[config.mk]
export PLATFORM = sky130hd
export DESIGN_NAME = oped_axis_msg_gen
export DESIGN_NICKNAME = d
export VERILOG_FILES = /design/src/rtl/oped_axis_pkg.sv /design/src/rtl/oped_axis_pattern.sv /design/src/rtl/oped_axis_msg_gen.sv
export SDC_FILE = /design/constraint.sdc
export NUM_CORES = 1
export LEC_CHECK = 0
export ABC_AREA = 1
export BUFFER_PORTS_ARGS = -buffer_cell sky130_fd_sc_hd__buf_2
export CAP_MARGIN = 20
export CORE_ASPECT_RATIO = 0.8
export CORE_MARGIN = 1.5
export CORE_UTILIZATION = 55
export CTS_CLUSTER_DIAMETER = 60
export DETAILED_ROUTE_END_ITERATION = 8
export PLACE_DENSITY = 0.79
export SYNTH_ARGS = -nofsm -noshare
export SYNTH_HDL_FRONTEND = slang
export SYNTH_SLANG_ARGS = --single-unit
[constraint.sdc]
create_clock -name ACLK -period 5.6 [get_ports ACLK]
set_input_delay 1.12 -clock ACLK [delete_from_list [all_inputs] [get_ports ACLK]]
set_output_delay 1.12 -clock ACLK [all_outputs]
set_load 0.03 [all_outputs]
[src/rtl/oped_axis_pkg.sv]
// Shared definitions for the OPED AXIS message generator.
//   - AXIS field widths and TUSER field positions
//   - FSM state encoding
//   - framing helpers: last-beat strobe and last-beat index from a byte length
package oped_axis_pkg;

    localparam int unsigned TDATA_W = 32;
    localparam int unsigned TSTRB_W = TDATA_W / 8;
    localparam int unsigned TUSER_W = 8;

    // TUSER field positions; only the opcode field fits the 8-bit TUSER bus.
    localparam int unsigned TUSER_OPC_LSB = 0;
    localparam int unsigned TUSER_OPC_MSB = 7;
    localparam int unsigned TUSER_LEN_LSB = 16;
    localparam int unsigned TUSER_LEN_MSB = 31;

    typedef enum logic [1:0] {
        StIdle = 2'd0,
        StSend = 2'd1,
        StGap  = 2'd2
    } state_e;

    // Strobe for the final beat of a non-empty message.
    function automatic logic [TSTRB_W-1:0] last_strb(input logic [1:0] len_lo);
        logic [TSTRB_W-1:0] strb;
        unique case (len_lo)
            2'd0:    strb = 4'hF;
            2'd1:    strb = 4'h1;
            2'd2:    strb = 4'h3;
            default: strb = 4'h7;
        endcase
        return strb;
    endfunction

    // Index of the last beat: ceil(len/4) - 1, with an empty message still taking one beat.
    function automatic logic [15:0] last_beat_idx(input logic [15:0] len);
        logic [16:0] beats;
        beats = ({1'b0, len} + 17'd3) >> 2;
        return (beats == 17'd0) ? 16'd0 : 16'(beats - 17'd1);
    endfunction

endpackage

[src/rtl/oped_axis_pattern.sv]
// Payload word generator.
//   ACLK, ARESET : clock, synchronous active-high reset
//   load         : restart the run (word <= seed, beat index <= 0)
//   advance      : a beat was accepted; step to the next word
//   new_msg      : the accepted beat ended a message; beat index restarts
//   mode         : 0 = seed + running word index, 1 = {msg_idx, beat_idx}
//   seed         : initial mode-0 word, sampled on load
//   msg_idx      : current message number for mode 1
//   data         : pattern word for the current beat
module oped_axis_pattern
    import oped_axis_pkg::*;
(
    input  logic               ACLK,
    input  logic               ARESET,
    input  logic               load,
    input  logic               advance,
    input  logic               new_msg,
    input  logic               mode,
    input  logic [31:0]        seed,
    input  logic [15:0]        msg_idx,
    output logic [TDATA_W-1:0] data
);

    logic [31:0] word_q;
    logic [15:0] beat_q;

    always_ff @(posedge ACLK) begin
        if (ARESET) begin
            word_q <= '0;
            beat_q <= '0;
        end else if (load) begin
            word_q <= seed;
            beat_q <= '0;
        end else if (advance) begin
            // The mode-0 word keeps counting across message boundaries.
            word_q <= word_q + 32'd1;
            beat_q <= new_msg ? 16'd0 : beat_q + 16'd1;
        end
    end

    always_comb begin
        data = mode ? {msg_idx, beat_q} : word_q;
    end

endmodule

[src/rtl/oped_axis_msg_gen.sv]
// AXI4-Stream message transmitter feeding the OPED AXIS slave port.
//   ACLK, ARESET     : clock, synchronous active-high reset
//   start, abort     : run control (start latches cfg_*, abort ends after current message)
//   cfg_*            : opcode, byte length, message count (0 = endless), gap, mode, seed
//   M_AXIS_DAT_*     : AXIS master (TDATA/TVALID/TSTRB/TUSER/TLAST out, TREADY in)
//   busy, done       : run in progress, one-cycle end-of-run pulse
//   msgs_sent        : messages completed this run
//   beats_sent       : beats handshaken this run
module oped_axis_msg_gen
    import oped_axis_pkg::*;
#(
    parameter int unsigned GAP_W = 8,
    parameter int unsigned CNT_W = 16
) (
    input  logic               ACLK,
    input  logic               ARESET,
    input  logic               start,
    input  logic               abort,
    input  logic [7:0]         cfg_opcode,
    input  logic [15:0]        cfg_len_bytes,
    input  logic [CNT_W-1:0]   cfg_num_msgs,
    input  logic [GAP_W-1:0]   cfg_gap,
    input  logic               cfg_mode,
    input  logic [31:0]        cfg_seed,
    output logic [TDATA_W-1:0] M_AXIS_DAT_TDATA,
    output logic               M_AXIS_DAT_TVALID,
    output logic [TSTRB_W-1:0] M_AXIS_DAT_TSTRB,
    output logic [TUSER_W-1:0] M_AXIS_DAT_TUSER,
    output logic               M_AXIS_DAT_TLAST,
    input  logic               M_AXIS_DAT_TREADY,
    output logic               busy,
    output logic               done,
    output logic [CNT_W-1:0]   msgs_sent,
    output logic [31:0]        beats_sent
);

    state_e             state_q, state_d;
    logic [7:0]         opcode_q;
    logic [15:0]        len_q;
    logic [CNT_W-1:0]   num_q;
    logic [GAP_W-1:0]   gap_q;
    logic               mode_q;
    logic [15:0]        last_idx_q;
    logic [15:0]        beat_cnt_q;
    logic [GAP_W-1:0]   gap_cnt_q;
    logic               abort_q;
    logic [CNT_W-1:0]   msgs_q;
    logic [31:0]        beats_q;
    logic               done_q;

    logic               sending;
    logic               hs;
    logic               is_last;
    logic               run_done;
    logic               abort_pend;
    logic               load;
    logic [TSTRB_W-1:0] strb;
    logic [TDATA_W-1:0] pat_data;

    assign sending    = (state_q == StSend);
    assign hs         = sending && M_AXIS_DAT_TREADY;
    assign is_last    = (beat_cnt_q == last_idx_q);
    assign run_done   = (num_q != '0) && ((msgs_q + CNT_W'(1)) == num_q);
    assign abort_pend = abort_q || abort;
    assign load       = (state_q == StIdle) && start;

    oped_axis_pattern u_pattern (
        .ACLK    (ACLK),
        .ARESET  (ARESET),
        .load    (load),
        .advance (hs),
        .new_msg (hs && is_last),
        .mode    (mode_q),
        .seed    (cfg_seed),
        .msg_idx (16'(msgs_q)),
        .data    (pat_data)
    );

    // State register
    always_ff @(posedge ACLK) begin
        if (ARESET) begin
            state_q <= StIdle;
        end else begin
            state_q <= state_d;
        end
    end

    // Next-state logic
    always_comb begin
        state_d = state_q;
        unique case (state_q)
            StIdle: begin
                if (start) state_d = StSend;
            end
            StSend: begin
                if (hs && is_last) begin
                    if (run_done || abort_pend) state_d = StIdle;
                    else if (gap_q == '0)       state_d = StSend;
                    else                        state_d = StGap;
                end
            end
            StGap: begin
                if (abort_pend)             state_d = StIdle;
                else if (gap_cnt_q == '0)   state_d = StSend;
            end
            default: state_d = StIdle;
        endcase
    end

    // Run configuration, beat/gap counters and status counters
    always_ff @(posedge ACLK) begin
        if (ARESET) begin
            opcode_q   <= '0;
            len_q      <= '0;
            num_q      <= '0;
            gap_q      <= '0;
            mode_q     <= 1'b0;
            last_idx_q <= '0;
            beat_cnt_q <= '0;
            gap_cnt_q  <= '0;
            abort_q    <= 1'b0;
            msgs_q     <= '0;
            beats_q    <= '0;
            done_q     <= 1'b0;
        end else begin
            done_q <= (state_q != StIdle) && (state_d == StIdle);
            if (state_q == StIdle) begin
                // abort is ignored here, including when it coincides with start.
                if (start) begin
                    opcode_q   <= cfg_opcode;
                    len_q      <= cfg_len_bytes;
                    num_q      <= cfg_num_msgs;
                    gap_q      <= cfg_gap;
                    mode_q     <= cfg_mode;
                    last_idx_q <= last_beat_idx(cfg_len_bytes);
                    beat_cnt_q <= '0;
                    msgs_q     <= '0;
                    beats_q    <= '0;
                    abort_q    <= 1'b0;
                end
            end else begin
                if (state_d == StIdle) abort_q <= 1'b0;
                else if (abort)        abort_q <= 1'b1;
                if (hs) begin
                    beats_q <= beats_q + 32'd1;
                    if (is_last) begin
                        msgs_q     <= msgs_q + CNT_W'(1);
                        beat_cnt_q <= '0;
                    end else begin
                        beat_cnt_q <= beat_cnt_q + 16'd1;
                    end
                end
                // Loaded with gap-1 so the GAP state lasts exactly gap cycles.
                if (sending && state_d == StGap) gap_cnt_q <= gap_q - GAP_W'(1);
                else if (state_q == StGap)       gap_cnt_q <= gap_cnt_q - GAP_W'(1);
            end
        end
    end

    always_comb begin
        strb = '0;
        if (!is_last)           strb = '1;
        else if (len_q != '0)   strb = last_strb(len_q[1:0]);
    end

    // Outputs; payload is forced to zero whenever no beat is offered.
    always_comb begin
        M_AXIS_DAT_TVALID = sending;
        M_AXIS_DAT_TDATA  = sending ? pat_data : '0;
        M_AXIS_DAT_TSTRB  = sending ? strb : '0;
        M_AXIS_DAT_TUSER  = '0;
        M_AXIS_DAT_TUSER[TUSER_OPC_MSB:TUSER_OPC_LSB] = sending ? opcode_q : 8'h00;
        M_AXIS_DAT_TLAST  = sending && is_last;
        busy              = (state_q != StIdle);
        done              = done_q;
        msgs_sent         = msgs_q;
        beats_sent        = beats_q;
    end

endmodule
==> results of run 1 <==
==> layout make-up <==
type	count	area [µm²]	share of cell area (%)
Clock buffer	19	433	3.63
Clock inverter	12	163	1.36
Inverter	213	800	6.70
Multi-Input combinational cell	1067	5510	46.2
Sequential cell	189	3780	31.7
Tap cell	253	317	2.65
Timing Repair Buffer	184	928	7.78
==> state kept, by name, indices dropped and copies added, names as in the netlist, 8 cells and up <==
register / cells
msgs_sent: 16
u_pattern.word_q: 32
num_q: 16
beats_sent: 32
len_q: 16
beat_cnt_q: 16
gap_q: 8
last_idx_q: 16
u_pattern.beat_q: 16
gap_cnt_q: 8
opcode_q: 8
==> cell families (layout without fill, tap and decap cells) <==
group	count (synthesis)	after routing	synth area share (%)
adders and majority gates	9	9	1.09
AOI/OAI and AO/OA	316	316	17.2
buffers and inverters	264	428	9.79
and+or+nand+nor	694	694	30.9
DFF	189	189	36.8
xor gates and xnor gates	48	48	4.22
==> routing by layer <==
layer,share of wire [%],up-vias
li1,-,5320
met1,46,4835
met2,44,417
met3,8.4,42
met4,1.8,0
met5,0,-
==> where the power goes <==
part           total (mW)  leakage, nW  internal (mW)  switching (mW)
clock                1.25        0.273          0.705           0.543
sequential           1.45         1.54           1.40          0.0534
combinational       0.432         3.34          0.139           0.293
==> through the flow <==
step                      hold slack, ns  util, %  total power, mW  area [µm²]  instances
final                              0.460     65.5             3.13       11900       1937
after detailed placement           0.453     62.2             1.91       11300       1906
after CTS                          0.470     65.5             3.14       11900       1937
after global placement             0.439     62.2             1.90       11300       1906
after global routing               0.497     65.5             3.26       11900       1937
after floorplan                    0.419        -             1.77       10300       1520
==> worst reg2reg max path, cell delays in order (launching register included) <==
cell,delay (ns)
sky130_fd_sc_hd__dfxtp_1,0.39
sky130_fd_sc_hd__nor2_2,0.45
sky130_fd_sc_hd__nand2_2,0.40
sky130_fd_sc_hd__nand2_2,0.57
sky130_fd_sc_hd__inv_2,0.11
sky130_fd_sc_hd__nor3_4,0.18
sky130_fd_sc_hd__nand2_2,0.13
sky130_fd_sc_hd__nor2_4,0.13
sky130_fd_sc_hd__nand2_2,0.09
sky130_fd_sc_hd__nor2_4,0.13
sky130_fd_sc_hd__nand2_2,0.09
sky130_fd_sc_hd__nor3_4,0.17
sky130_fd_sc_hd__nand2_2,0.10
sky130_fd_sc_hd__nor3_4,0.16
sky130_fd_sc_hd__nand3_1,0.14
sky130_fd_sc_hd__nor2_2,0.13
sky130_fd_sc_hd__nand2_1,0.06
sky130_fd_sc_hd__nand2_1,0.05
sky130_fd_sc_hd__nor2_1,0.04
==> synth_stat cells, types with 2 or more instances <==
| cell | n | area [µm²] |
|---|---|---|
| sky130_fd_sc_hd__nor3_2 | 3 | 30.0 |
| sky130_fd_sc_hd__dfxtp_1 | 189 | 3780 |
| sky130_fd_sc_hd__ha_1 | 9 | 113 |
| sky130_fd_sc_hd__and2_1 | 2 | 12.5 |
| sky130_fd_sc_hd__nor2_8 | 2 | 40.0 |
| sky130_fd_sc_hd__nand2_2 | 21 | 131 |
| sky130_fd_sc_hd__nor3_4 | 3 | 48.8 |
| sky130_fd_sc_hd__xor2_1 | 25 | 219 |
| sky130_fd_sc_hd__a221oi_1 | 3 | 26.3 |
| sky130_fd_sc_hd__nand2_1 | 339 | 1270 |
| sky130_fd_sc_hd__a21oi_1 | 96 | 480 |
| sky130_fd_sc_hd__clkbuf_1 | 46 | 173 |
| sky130_fd_sc_hd__nand3_1 | 84 | 420 |
| sky130_fd_sc_hd__a22o_1 | 4 | 35.0 |
| sky130_fd_sc_hd__a31oi_1 | 16 | 100 |
| sky130_fd_sc_hd__o2111ai_1 | 2 | 17.5 |
| sky130_fd_sc_hd__a211oi_1 | 8 | 60.1 |
| sky130_fd_sc_hd__nor2_4 | 3 | 33.8 |
| sky130_fd_sc_hd__xnor2_1 | 22 | 193 |
| sky130_fd_sc_hd__nor2_2 | 15 | 93.8 |
| sky130_fd_sc_hd__inv_2 | 6 | 22.5 |
| sky130_fd_sc_hd__nor4_1 | 11 | 68.8 |
| sky130_fd_sc_hd__o21ai_2 | 2 | 17.5 |
| sky130_fd_sc_hd__nand4_1 | 35 | 219 |
| sky130_fd_sc_hd__o22ai_1 | 20 | 125 |
| sky130_fd_sc_hd__nor2_1 | 112 | 420 |
| sky130_fd_sc_hd__o32ai_1 | 6 | 52.6 |
| sky130_fd_sc_hd__nand3_4 | 2 | 35.0 |
| sky130_fd_sc_hd__o21a_1 | 2 | 15.0 |
| sky130_fd_sc_hd__o211ai_1 | 3 | 22.5 |
| sky130_fd_sc_hd__nand3b_1 | 3 | 22.5 |
| sky130_fd_sc_hd__or2_2 | 3 | 18.8 |
| sky130_fd_sc_hd__buf_4 | 2 | 15.0 |
| sky130_fd_sc_hd__nor3b_1 | 4 | 30.0 |
| sky130_fd_sc_hd__o21ai_0 | 137 | 686 |
| sky130_fd_sc_hd__nor3_1 | 45 | 225 |
| sky130_fd_sc_hd__o21bai_1 | 9 | 67.6 |
| sky130_fd_sc_hd__inv_1 | 206 | 773 |
==> layout by cell type (no fill, tap or decap), types with 20 or more instances in the layout <==
master	Yosys	routed
sky130_fd_sc_hd__a21oi_1	96	96
sky130_fd_sc_hd__buf_2	1	181
sky130_fd_sc_hd__dfxtp_1	189	188
sky130_fd_sc_hd__inv_1	206	206
sky130_fd_sc_hd__nand2_1	339	339
sky130_fd_sc_hd__nand2_2	21	21
sky130_fd_sc_hd__nand3_1	84	84
sky130_fd_sc_hd__nand4_1	35	35
sky130_fd_sc_hd__nor2_1	112	110
sky130_fd_sc_hd__nor3_1	45	45
sky130_fd_sc_hd__o21ai_0	137	137
sky130_fd_sc_hd__o22ai_1	20	20
sky130_fd_sc_hd__xnor2_1	22	22
sky130_fd_sc_hd__xor2_1	25	25
==> worst max-delay path by stage <==
stage / endpoint / slack, ns
global placement: beat_cnt_q[6] / 1.77
floorplan: last_idx_q[13] / 2.60
CTS: M_AXIS_DAT_TDATA[17] / 2.02
global route: beats_sent[31] / 1.60
finish: M_AXIS_DAT_TDATA[17] / 1.99
detailed placement: beat_cnt_q[10] / 1.61
==> impl_summary.log, run 1 <==
INFO  metric outcome = completed
INFO  metric crit_chain = inv_1 -> o21ai_0 -> a21oi_1 -> buf_2
INFO  metric cts_max_path_buffers = 2
INFO  metric setup_slack = 1.99 ns
INFO  metric timing.max_cap.violations = 0
INFO  metric grt_util_met1 = approximately two fifths
INFO  metric r2r_end = beats_sent[31]
INFO  metric slew-limit-headroom = 32.5%
INFO  metric synthFlopType = sky130_fd_sc_hd__dfxtp_1
INFO  metric critPathLaunch = mode_q
INFO  metric clk_transition_reported_paths = 0.07 ns
INFO  metric routed_via_density = 5.48
INFO  metric track_usage = 28.9%
INFO  metric crit_path_start_kind = flop
INFO  metric detail-route-antenna-nets = 0
INFO  metric startpoint_of_the_worst_hold_path = len_q[2]
INFO  metric fin_skew = 0.0116 ns
INFO  metric dp_worst_setup_slack = approximately 1.6 ns
INFO  metric num_vias = 10614
INFO  metric wire_length_of_the_first_global_routing_pass = around 46000 µm
INFO  metric critPathCaptureType = output pin
INFO  metric ctsResizeCount = 0
INFO  metric depth_of_the_worst_hold_timing_path = 2
INFO  metric yosysWarnings = 0
INFO  metric maxSlewViolCount = 0
INFO  metric routed_wire_length_per_instance = 14.6 µm
INFO  metric holdCritPathClass = reg2reg
INFO  metric worst_slew_pin_slew = 1.01 ns
INFO  metric std_cell_rows = 44
INFO  metric clk-insertion-delay-late = 0.44 ns
INFO  metric cpPeakStageDelay = 1.00 ns
INFO  metric post_cts_buffers = 0
INFO  metric final-hold-violation-count = 0
INFO  metric routed_wl = 28200 µm
INFO  metric syn_inst = 1520
INFO  metric cts_root_buf = sky130_fd_sc_hd__clkbuf_16
INFO  metric via_count_of_the_first_global_routing_pass = 9559
INFO  metric leakage = 5.15 nW
INFO  metric grt.overflow.total = 0
INFO  metric die_width = 156 µm
INFO  metric count_of_buffer_and_inverter_cells_on_the_critical_path = 2
INFO  metric rrSetupSlack = around 2 ns
INFO  metric worst_r2r_path_depth = 18
INFO  metric cell_pwr_density = 263 nW/µm²
INFO  metric gr-usage-met3 = 5.93%
INFO  metric finalSetupViolCount = 0
INFO  metric rsz0062_at_grt = no
INFO  metric layout-drive-gt1-share = 16.7%
INFO  metric n_diodes = 0
INFO  metric synth_enable_flop_cells = 0
INFO  metric timing.setup.critical_path_class = reg2out
INFO  metric slowest_stage = sky130_fd_sc_hd__dfxtp_2
INFO  metric floorplan.die.height = 125 µm
INFO  metric routabilityCongestion = 0.975
INFO  metric reg2reg_from = state_q[1]
INFO  metric fmax = 277 MHz
INFO  metric max-vdd-ir-drop = 0.167 mV
INFO  metric synth_fp_nets = 1615
INFO  metric synth_seq_cells = roughly 190
INFO  metric clock_tree_from_tritoncts = done
INFO  metric period_share = about 64%
INFO  metric met2_usage = 45.5%
INFO  metric synthesis.area_per_instance = 6.77 µm²
INFO  metric finalCriticalPeriod = 3.61 ns
INFO  metric number_of_stages_on_the_worst_setup_path = 4
INFO  metric cts_hold_repair.buffers = 0
INFO  metric critical_path_required = 4.48 ns
INFO  metric drt_first_pass_iters = 5
INFO  metric grt_antenna_before_repair = 0
INFO  metric area_growth_syn_to_layout = 16.0%
INFO  metric min_to = len_q[2]
INFO  metric asyncSetResetFlopFracSynth = 0%
INFO  metric cp_top_family = flip-flops
INFO  metric pin_count_of_the_biggest_net_entering_global_routing = 62
INFO  metric design.portCount = 182
INFO  metric synth-seq-area-share = 36.8%
INFO  metric dp.final_hpwl = around 20000 µm
INFO  metric setup_tns = 0 ns
INFO  metric synth.distinct_cells = 58
INFO  metric final_net_count = 1767
INFO  metric timing.critical_path.arrival = 2.49 ns
INFO  metric critical_path.max_fanout = 59
INFO  metric design.core.area = 18200 µm²
INFO  metric syn-cell-area = around 10000 µm²
INFO  metric dieArea = a little under 20000 µm²
INFO  metric nFillCells = roughly 1600
INFO  metric io_buffers = between 150 and 200
INFO  metric clock_tree.htree_level_count = 4
INFO  metric cts_buffers = 17
INFO  metric grt_most_used_layer = met2
INFO  metric clock_sinks = ~190
INFO  metric drc = 0
INFO  metric drt_iter0_drc = 842
INFO  metric start_util = 56.5%
Power figures use the tool's default switching activity.
==> inputs of run 2 (changes only) <==
CORE_UTILIZATION = 51   (was 55)
PLACE_DENSITY = 0.77   (was 0.79)
clock period = 2.9 ns   (was 5.6 ns; I/O delays follow)
==> run 2 against run 1 <==
Against the previous run:
- count of clock-buffer cells in the layout is 1 lower
- wire length grew 5.4%
- sequential share of layout area fell by 0.74 points
- worst setup slack got worse by 1.9 ns
- critical path type unchanged
==> impl_summary.log, run 2 (synthesis gave the netlist of run 1 again) <==
INFO  metric layout.cells.non_filler = approximately 2000
INFO  metric total_power_consumption_of_the_routed_design = between 6 and 7 mW
INFO  metric fmax = 355 MHz
INFO  metric finalSetupViolCount = 0
INFO  metric clock_sinks = 189
INFO  metric grt.overflow.total = 0
INFO  metric setup_slack = 0.0803 ns
INFO  metric max-vdd-ir-drop = 0.350 mV
INFO  metric via_count_of_the_first_global_routing_pass = 9743
INFO  metric io_buffers = 181
INFO  metric slowest_stage = sky130_fd_sc_hd__dfxtp_1
INFO  metric leakage = 5.32 nW
INFO  metric n_diodes = 0
INFO  metric outcome = completed
INFO  metric critical_path_required = around 2.3 ns
INFO  metric timing.setup.critical_path_class = reg2out
INFO  metric routed_wl = 29700 µm
INFO  metric num_vias = 10694
INFO  metric design.portCount = 182
INFO  metric dieArea = 21000 µm²
INFO  metric crit_path_start_kind = flop
INFO  metric area_growth_syn_to_layout = 19.1%
INFO  metric nFillCells = 1790
INFO  metric dp_worst_setup_slack = roughly 0.11 ns
INFO  metric mostFrequentLayoutCells = sky130_fd_sc_hd__nand2_1 (337), sky130_fd_sc_hd__inv_1 (206), sky130_fd_sc_hd__buf_2 (181)
INFO  metric crit_chain = nor2_8 -> buf_4 -> buf_4 -> o21ai_0 -> a21oi_1 -> buf_2
INFO  metric grt_antenna_before_repair = 0
INFO  metric cts_root_buf = sky130_fd_sc_hd__clkbuf_16
INFO  metric drc = 0
INFO  metric clock_tree_from_tritoncts = done
INFO  metric wire_length_of_the_first_global_routing_pass = 47500 µm
INFO  metric design.core.area = about 20000 µm²
INFO  metric post-place-cells = 1945
INFO  metric clock_tree.htree_level_count = 4
INFO  metric die_width = 162 µm
INFO  metric slew-limit-headroom = roughly 54%
INFO  metric worst_path_most_repeated_cell = sky130_fd_sc_hd__buf_4
INFO  metric final_util = 61.9%
INFO  metric clk-insertion-delay-late = roughly 0.44 ns
INFO  metric worst_slew_pin_slew = 0.687 ns
INFO  metric timing.max_cap.violations = 0
INFO  metric final-hold-violation-count = 0
INFO  metric fin_skew = around 0.012 ns
INFO  metric final_common_cell = sky130_fd_sc_hd__nand2_1
INFO  metric floorplan.die.height = 130 µm
INFO  metric clk_transition_reported_paths = approximately 0.070 ns
INFO  metric cts_max_path_buffers = 2
INFO  metric pin_count_of_the_biggest_net_entering_global_routing = 62
INFO  metric final_net_count = 1797
INFO  metric drt_first_pass_iters = 6
INFO  metric drt_iter0_drc = 905
INFO  metric rsz0062_at_grt = yes
INFO  metric critPathCaptureType = output pin
INFO  metric routed_wire_length_per_instance = 15.0 µm
INFO  metric routabilityCongestion = 0.930
INFO  metric holdCritPathClass = in2reg
INFO  metric maxSlewViolCount = 0
INFO  metric track_usage = 28.1%
INFO  metric layout-drive-gt1-share = 19.3%
INFO  metric std_cell_rows = 46
INFO  metric finalCriticalPeriod = ~2.8 ns
INFO  metric routed_via_density = approximately 5.4
INFO  metric cts_buffers = 17
INFO  metric critical_path.max_fanout = 24
INFO  metric dp.final_hpwl = 21400 µm
INFO  metric start_util = 52.0%
INFO  metric cell_pwr_density = ~500 nW/µm²
INFO  metric detail-route-antenna-nets = 0
INFO  metric timing.critical_path.arrival = ~2.2 ns
INFO  metric cpPeakStageDelay = about 0.40 ns
INFO  metric period_share = 97.2%
[run 2: changes by cell type in the layout (fill, tap and decap cells not counted), sizes merged]
cell and change:
inv -2, clkinv +4, clkbuf -1, buf +30
[run 2: report_power, final]
group	leakage [nW]	internal, mW	switching [mW]
combinational	3.49	0.299	0.596
clock	0.284	1.38	1.05
sequential	1.54	2.70	0.0914
total	5.32	4.38	1.74
[run 2: critical path: cells and delay by family, from the launching register on]
family / cells / cell delay, ns
flops: 1 / 0.40
buf+inv: 3 / 0.77
compound gates: 2 / 0.45
simple gates: 1 / 0.17
[run 2: worst paths after layout]
kind / from / to / slack (ns) / depth (start not counted)
hold reg to reg: len_q[15] / len_q[15] / 0.46 / 2
hold / removal: cfg_num_msgs[9] / num_q[9] / 0.33 / 3
setup / recovery: state_q[1] / M_AXIS_DAT_TDATA[18] / 0.08 / 6
setup reg to reg: msgs_sent[11] / gap_cnt_q[5] / 0.17 / 20
[run 2: layer usage]
layer / wire length, µm / vias up / GRT usage (%) / share of wire [%]
met5: 0 / - / 0 / 0
met1: 13500 / 4853 / 38.0 / 45
met2: 12900 / 432 / 44.1 / 43
met4: 578 / 0 / 8.90 / 1.9
li1: - / 5364 / - / -
met3: 2760 / 45 / 7.25 / 9.3
[run 2: layout make-up]
type	count	area (µm²)	share of cell area, %
clock inverter	14	169	1.38
multi-input combinational	1067	5550	45.3
clock buffer	18	439	3.59
timing repair buffer	214	1170	9.55
tap	264	330	2.70
inverter	213	800	6.53
sequential	189	3790	31.0
[run 2: stage by stage]
step | TNS (ns) | cell area, µm² | hold slack [ns]
global placement | 0 | 11600 | 0.441
CTS | 0 | 12200 | 0.319
global route | -0.0596 | 12200 | 0.334
floorplan | 0 | 10300 | 0.419
detailed placement | 0 | 11600 | 0.450
finish | 0 | 12200 | 0.331
[run 2: timing repair]
action                                  4_1_cts  5_1_grt
buffers inserted                              0        2
endpoints found under the setup margin        0       14
resized for setup                             0       18
hold buffers                                  0        0
